File: config.mk
export PLATFORM = sky130hd
export DESIGN_NAME = spi_device_bus_ctrl
export DESIGN_NICKNAME = d
export VERILOG_FILES = /design/src/rtl/spi_device_bus_ctrl.sv
export SDC_FILE = /design/constraint.sdc
export NUM_CORES = 1
export LEC_CHECK = 0
export BUFFER_PORTS_ARGS = -buffer_cell sky130_fd_sc_hd__buf_2
export CORE_MARGIN = 10
export CORE_UTILIZATION = 49
export CTS_BUF_LIST = sky130_fd_sc_hd__clkbuf_4
export DETAILED_ROUTE_END_ITERATION = 8
export GPL_TIMING_DRIVEN = 0
export PLACE_DENSITY = 0.8
export SETUP_SLACK_MARGIN = 0.5
export SYNTH_ARGS = -nofsm -noshare
export SYNTH_HDL_FRONTEND = slang
export SYNTH_SLANG_ARGS = --single-unit
File: constraint.sdc
create_clock -name sys_clk -period 3.8 [get_ports sys_clk]
set_input_delay 0 -clock sys_clk [delete_from_list [all_inputs] [get_ports sys_clk]]
set_output_delay 0 -clock sys_clk [all_outputs]
set_load 0.05 [all_outputs]
File: src/rtl/spi_device_bus_ctrl.sv
// SPI-to-register-bus bridge: runs one req/ack bus word per SPI address/data phase, with a bus timeout.
// Optional burst auto-increment is compiled in by defining SPI_BUS_AUTOINC_EN.
module spi_device_bus_ctrl #(
   parameter int unsigned           ADDR_WIDTH     = 32,
   parameter int unsigned           DATA_WIDTH     = 32,
   parameter int unsigned           TIMEOUT_CYCLES = 256,
   parameter logic [DATA_WIDTH-1:0] READ_ERR_VALUE = DATA_WIDTH'(32'hDEAD_BEEF),
   parameter int unsigned           ADDR_INC       = 4
) (
   input  logic                  sys_clk,
   input  logic                  rst,
   input  logic                  cs_sync,
   input  logic [ADDR_WIDTH-1:0] address_sync,
   input  logic                  address_valid_sync,
   input  logic                  rd_wr_sync,
   input  logic [DATA_WIDTH-1:0] wdata,
   input  logic                  wdata_valid_sync,
   input  logic                  rd_next_sync,
   output logic                  bus_req,
   output logic                  bus_we,
   output logic [ADDR_WIDTH-1:0] bus_addr,
   output logic [DATA_WIDTH-1:0] bus_wdata,
   input  logic                  bus_ack,
   input  logic [DATA_WIDTH-1:0] bus_rdata,
   output logic [DATA_WIDTH-1:0] rdata,
   output logic                  rdata_valid,
   output logic                  busy,
   output logic                  err
);

   localparam int unsigned           CNT_W     = $clog2(TIMEOUT_CYCLES);
   localparam logic [CNT_W-1:0]      CNT_LAST  = CNT_W'(TIMEOUT_CYCLES - 1);
   localparam logic [ADDR_WIDTH-1:0] ADDR_STEP = ADDR_WIDTH'(ADDR_INC);

   typedef enum logic [2:0] {
      IDLE    = 3'd0,
      WR_WAIT = 3'd1,
      RD_REQ  = 3'd2,
      WR_REQ  = 3'd3,
      RD_NEXT = 3'd4
   } state_t;

   state_t                  state, state_nxt;
   logic [CNT_W-1:0]        to_cnt, cnt_nxt;
   logic [ADDR_WIDTH-1:0]   addr_nxt;
   logic [DATA_WIDTH-1:0]   wdata_nxt;
   logic [DATA_WIDTH-1:0]   rdata_nxt;
   logic                    rvalid_nxt;
   logic                    err_nxt;
   logic                    is_rd;

   // State register plus registered copies of everything derived from the next state
   always_ff @(posedge sys_clk or posedge rst) begin
      if (rst) begin
         state       <= IDLE;
         to_cnt      <= '0;
         bus_req     <= 1'b0;
         bus_we      <= 1'b0;
         bus_addr    <= '0;
         bus_wdata   <= '0;
         rdata       <= '0;
         rdata_valid <= 1'b0;
         busy        <= 1'b0;
         err         <= 1'b0;
      end else begin
         state       <= state_nxt;
         to_cnt      <= cnt_nxt;
         bus_req     <= (state_nxt == RD_REQ) || (state_nxt == WR_REQ);
         bus_we      <= (state_nxt == WR_REQ);
         bus_addr    <= addr_nxt;
         bus_wdata   <= wdata_nxt;
         rdata       <= rdata_nxt;
         rdata_valid <= rvalid_nxt;
         busy        <= (state_nxt != IDLE);
         err         <= err_nxt;
      end
   end

   // Next-state and next-output logic; the timeout counter is zero on every state entry
   always_comb begin
      state_nxt  = state;
      cnt_nxt    = '0;
      addr_nxt   = bus_addr;
      wdata_nxt  = bus_wdata;
      rdata_nxt  = rdata;
      rvalid_nxt = 1'b0;
      err_nxt    = err;
      is_rd      = (state == RD_REQ);

      case (state)
         IDLE: begin
            if (address_valid_sync && !cs_sync) begin
               addr_nxt  = address_sync;
               err_nxt   = 1'b0;
               state_nxt = rd_wr_sync ? RD_REQ : WR_WAIT;
            end
         end

         WR_WAIT: begin
            if (wdata_valid_sync) begin
               wdata_nxt = wdata;
               state_nxt = WR_REQ;
            end else if (cs_sync) begin
               state_nxt = IDLE;
            end
         end

         RD_REQ, WR_REQ: begin
            if (bus_ack) begin
               if (is_rd) begin
                  rdata_nxt  = bus_rdata;
                  rvalid_nxt = 1'b1;
               end
               state_nxt = IDLE;
`ifdef SPI_BUS_AUTOINC_EN
               if (!cs_sync) begin
                  if (is_rd) begin
                     state_nxt = RD_NEXT;
                  end else begin
                     addr_nxt  = bus_addr + ADDR_STEP;
                     state_nxt = WR_WAIT;
                  end
               end
`endif
            end else if (to_cnt == CNT_LAST) begin
               err_nxt   = 1'b1;
               state_nxt = IDLE;
               if (is_rd) begin
                  rdata_nxt  = READ_ERR_VALUE;
                  rvalid_nxt = 1'b1;
               end
            end else begin
               cnt_nxt = to_cnt + CNT_W'(1);
            end
         end

         RD_NEXT: begin
`ifdef SPI_BUS_AUTOINC_EN
            if (rd_next_sync) begin
               addr_nxt  = bus_addr + ADDR_STEP;
               state_nxt = RD_REQ;
            end else if (cs_sync) begin
               state_nxt = IDLE;
            end
`else
            state_nxt = IDLE;
`endif
         end

         default: state_nxt = IDLE;
      endcase
   end

`ifndef SPI_BUS_AUTOINC_EN
   // Burst inputs have no function without auto-increment
   logic unused_burst;
   assign unused_burst = ^{rd_next_sync, ADDR_STEP};
`endif

endmodule

==> metrics list <==
* Quantity of hold-fixing buffers added after cts: 107
* Synthesized area per cell: 14.00 um2
- Hold Crit Class: in2async
- Number of cells on the critical path: 6
- After clock tree synthesis, the clock-pin slew on the worst setup and hold paths is 0.18 ns.
- Max Clock Freq: 0.4524 GHz
- Most common cell type on the critical path: sky130_fd_sc_hd__dlygate4sd3_1
- Placer Congestion: 0.7904
- Post-synthesis sequential area ratio: 0.5870
- Clk buf depth: 2
- The core region is 9371 um2.
- In this design, the stage delay of the slowest critical-path cell is 0.56 ns.
* Count of unique library cells instantiated by Yosys: 40
* Placement row count: 35
- Setup violations remaining at the end of the flow were counted as 0.
* Startpoint-to-endpoint class of the critical path: reg2reg
- The worst setup path is launched from a flop.
- Entering global routing, the biggest net connects 66 pins.
- Clk Latency, worst-skew pair: 0.45 ns
* Global-route wire length before repair: 24,610 um
- Static Leak: 3.549 nW
- After layout, the minimum clock period comes to 2.210 ns.
- In this run the power density over the cells is 499.9 nW/um2.
* Number of buffers created by CTS: 9
- For this run, the number of standard cells in the final layout without fillers is 799.
- The flow ran to the end, and the final reports show no timing, DRC or antenna violations.
- Along the worst path, the maximum fanout reaches 9.
- Overall routed net length: 15,710 um
- CP arrival: 2.60 ns
- Compared with the post-synthesis result, the final layout area differs by 50.39%.
* IO Count: 205
- Together, buffers and inverters on the worst path number 3.
* Post-CTS Repair Setup Buffers: 0
- For this block, wires on met1 add up to 5995 um.
- Share of the core filled with cells: 0.7662
- Summed over all nets, wire length on met2 after detailed routing comes to 8555 um.
- For this run, the number of Yosys warnings is 0.
- Critical path capture point type: flop
- Power comes to 0.003590 W.
- First drt pass iteration count: 5
* Drt wl/cell: 19.66 um
* Clock sink count: 112
- In the detailed route, the total length drawn on met3 is 861 um.
- In the global route stage, overall resource usage came out at 0.2156.
- Counting tap cells, the placed design contains a total of 674 instances.
* Count of unresolved DRC violations after routing: 0
- DRT antenna net count: 0
- Proportion of layout cells with a drive suffix above 1: 0.4581
- Number of cell instances on the worst register-to-register path: 6
* Starting Density: 0.5095
* Number of global-route vias before repair: 4,344
- Setup repair after global routing missed its margin: no
* # port buffers: 203
- Detailed placement ended at an HPWL of 9743 um.
* Crit path required time: 4.19 ns
- Summing every instance area after synthesis gives 4775 um2.
- Summed over all layers, the global routing overflow is 0.
- Root Driver: sky130_fd_sc_hd__clkbuf_4
* Master of the slowest instance on the critical path: sky130_fd_sc_hd__dlygate4sd3_1
- Net count of the mapped netlist: 446
- Total via count after detailed routing: 3,998
* Setup TNS: 0 ns
* Worst supply voltage drop on vdd: 0.2533 mV
- Number of levels the H-tree was split into: 3
- Worst Tran Pin Value: 0.7994 ns
* Max Slew Vio Count: 0
* Critical Path, Cell by Cell: buf_6 > nor4_4 > nand2_1 > dlygate4sd3_1 > nand4_1 > dlygate4sd3_1
- Nets: 768
* Launch point of the critical path: state[0]
- Crit path to: busy
* Max-Cap Viols: 0
- After technology mapping, the gate count stands at 341.
- Number of endpoints with negative hold slack in the final report: 0
- The detailed router finished its first iteration with 318 violations.
- Post-route clock period utilization: 0.5816
- Die outline width: 118.7 um
* Top routing layer in use: met4
- On the critical path the largest part of the delay comes from buffers and inverters.
- Across the routed clock network, the largest skew measured is 0.02362 ns.
- Counting the fill cells in the layout gives 590.
- Height of the chip: 118.7 um
- In the routed layout, each cell is associated on average with a via count of 5.004.
- Tightest slew margin relative to the limit: 0.4671
- The number of antenna violations at the first check in global routing was 2.
- Synthesis inferred 112 register bits.
- Total Die Area: 14,090 um2
- TritonCTS built the clock tree.
- Register-to-register path setup slack: 1.59 ns
* Reg-to-reg critical path startpoint: state[0]
* Quantity of gates resized following cts: 0
* Endpoint of the worst register-to-register path: busy
cells by family (layout without fill, tap and decap cells):
family | count (synthesis) | in the layout | share of synthesized area
flip-flops | 112 | 112 | 0.5870
AO/OA/AOI/OAI | 79 | 79 | 0.1040
multiplexers | 64 | 64 | 0.1973
buffers and inverters | 47 | 374 | 0.05870
AND/OR/NAND/NOR | 36 | 36 | 0.04770
adder cells (fa/ha/maj) | 1 | 1 | 0.002620
other | 1 | 3 | 0.0007854
XOR/XNOR | 1 | 1 | 0.001835
state kept, by name (all words and copies together) (netlist names), 3 cells and up:
name,cells
rdata,32
to_cnt,8
bus_wdata,32
bus_addr,32
state,3
tightest hold or removal path: stages:
cell and delay, ns:
sky130_fd_sc_hd__dlygate4sd3_1 0.55, sky130_fd_sc_hd__buf_2 0.15, sky130_fd_sc_hd__inv_4 0.58
metrics by stage:
stage / setup WS (ns) / area (um2) / hold WS [ns]
after floorplan: 0.8410 / 4775 / 0.1244
after global placement: -0.2434 / 5952 / 0.2319
after detailed placement: 1.963 / 5982 / 0.2127
after CTS: 1.609 / 7176 / 0.2304
after global routing: 1.439 / 7181 / 0.2851
final: 1.590 / 7181 / 0.2809
worst min-delay path by stage:
stage / slack (ns) / cells past startpoint / endpoint / start
3_3_place_gp: 0.23 / 2 / bus_addr[22] / address_sync[22]
5_1_grt: 0.29 / 3 / bus_wdata[26] / wdata[26]
3_5_place_dp: 0.21 / 2 / rdata[23] / rst
6_report: 0.28 / 3 / rdata[23] / rst
4_1_cts: 0.23 / 3 / rdata[23] / rst
2_1_floorplan: 0.12 / 1 / state[0] / rd_wr_sync
synth_stat cells:
cell	count	area (um2)
sky130_fd_sc_hd__xnor2_1	1	8.760
sky130_fd_sc_hd__nor2_1	5	18.77
sky130_fd_sc_hd__and3_1	2	12.51
sky130_fd_sc_hd__nor3b_2	1	12.51
sky130_fd_sc_hd__nand3b_1	1	7.510
sky130_fd_sc_hd__nor3_1	1	5.000
sky130_fd_sc_hd__o211ai_1	1	7.510
sky130_fd_sc_hd__or3_1	2	12.51
sky130_fd_sc_hd__mux2_2	5	56.30
sky130_fd_sc_hd__inv_1	28	105.1
sky130_fd_sc_hd__buf_2	8	40.04
sky130_fd_sc_hd__and2_1	1	6.260
sky130_fd_sc_hd__a21o_1	8	60.06
sky130_fd_sc_hd__o21ai_1	1	5.000
sky130_fd_sc_hd__o21ai_0	2	10.01
sky130_fd_sc_hd__nand4bb_1	1	11.26
sky130_fd_sc_hd__and4_1	1	8.760
sky130_fd_sc_hd__nand3_1	7	35.03
sky130_fd_sc_hd__nor4bb_1	1	10.01
sky130_fd_sc_hd__buf_12	3	60.06
sky130_fd_sc_hd__nand4_1	3	18.77
sky130_fd_sc_hd__a311oi_1	1	8.760
sky130_fd_sc_hd__clkbuf_1	2	7.510
sky130_fd_sc_hd__nor2_2	1	6.260
sky130_fd_sc_hd__dfrtp_1	112	2803
sky130_fd_sc_hd__o21ba_2	1	10.01
sky130_fd_sc_hd__o2111ai_1	1	8.760
sky130_fd_sc_hd__a31oi_1	2	12.51
sky130_fd_sc_hd__ha_1	1	12.51
sky130_fd_sc_hd__buf_6	6	67.56
sky130_fd_sc_hd__conb_1	1	3.750
sky130_fd_sc_hd__nand2_1	5	18.77
sky130_fd_sc_hd__nand2b_1	1	6.260
sky130_fd_sc_hd__a22o_1	9	78.83
sky130_fd_sc_hd__a21oi_1	29	145.1
sky130_fd_sc_hd__o22ai_1	24	150.1
sky130_fd_sc_hd__or3b_1	1	8.760
sky130_fd_sc_hd__mux2_4	59	885.9
sky130_fd_sc_hd__nor3b_1	1	7.510
sky130_fd_sc_hd__nor4_4	1	21.27
layout by cell type (no fill, tap or decap), drive strengths merged:
cell         Yosys  final
nor2             6      6
a21o             8      8
a22o             9      9
xnor2            1      1
and3             2      2
and2             1      1
dfrtp          112    112
nand3b           1      1
nor3b            2      2
nand3            7      7
nor3             1      1
ha               1      1
a21oi           29     29
o211ai           1      1
nand2b           1      1
or3              2      2
nand2            5      5
a31oi            2      2
o22ai           24     24
inv             28     30
buf             17    221
o21ba            1      1
nand4bb          1      1
o21ai            3      3
nand4            3      3
nor4bb           1      1
clkinv           0      3
or3b             1      1
diode            0      2
clkbuf           2     13
conb             1      1
o2111ai          1      1
a311oi           1      1
dlygate4sd3      0    107
nor4             1      1
mux2            64     64
and4             1      1
area by class of cell:
class / instances / area [um2] / area share
Clock inverter: 5 / 40.04 / 0.005576
Timing Repair Buffer: 311 / 2115 / 0.2945
Sequential cell: 112 / 2803 / 0.3903
Tap cell: 129 / 161.4 / 0.02248
Inverter: 28 / 107.6 / 0.01499
Antenna cell: 2 / 5.005 / 0.0006970
Buffer: 19 / 175.2 / 0.02439
Clock buffer: 11 / 82.58 / 0.01150
Multi-Input combinational cell: 182 / 1692 / 0.2356
layer usage:
| metal | GRT usage | up-vias |
|---|---|---|
| met5 | 0 | - |
| met4 | 0.06641 | 0 |
| met3 | 0.04188 | 21 |
| met2 | 0.3983 | 155 |
| met1 | 0.2433 | 1967 |
| li1 | - | 1855 |
power breakdown:
group | internal (W) | switching (W) | total, W
sequential | 0.00139 | 0.000131 | 0.00152
combinational | 0.000513 | 0.00101 | 0.00152
clock | 0.000157 | 0.000392 | 0.000549
total | 0.00206 | 0.00153 | 0.00359
(Power assumes the default switching activity.)
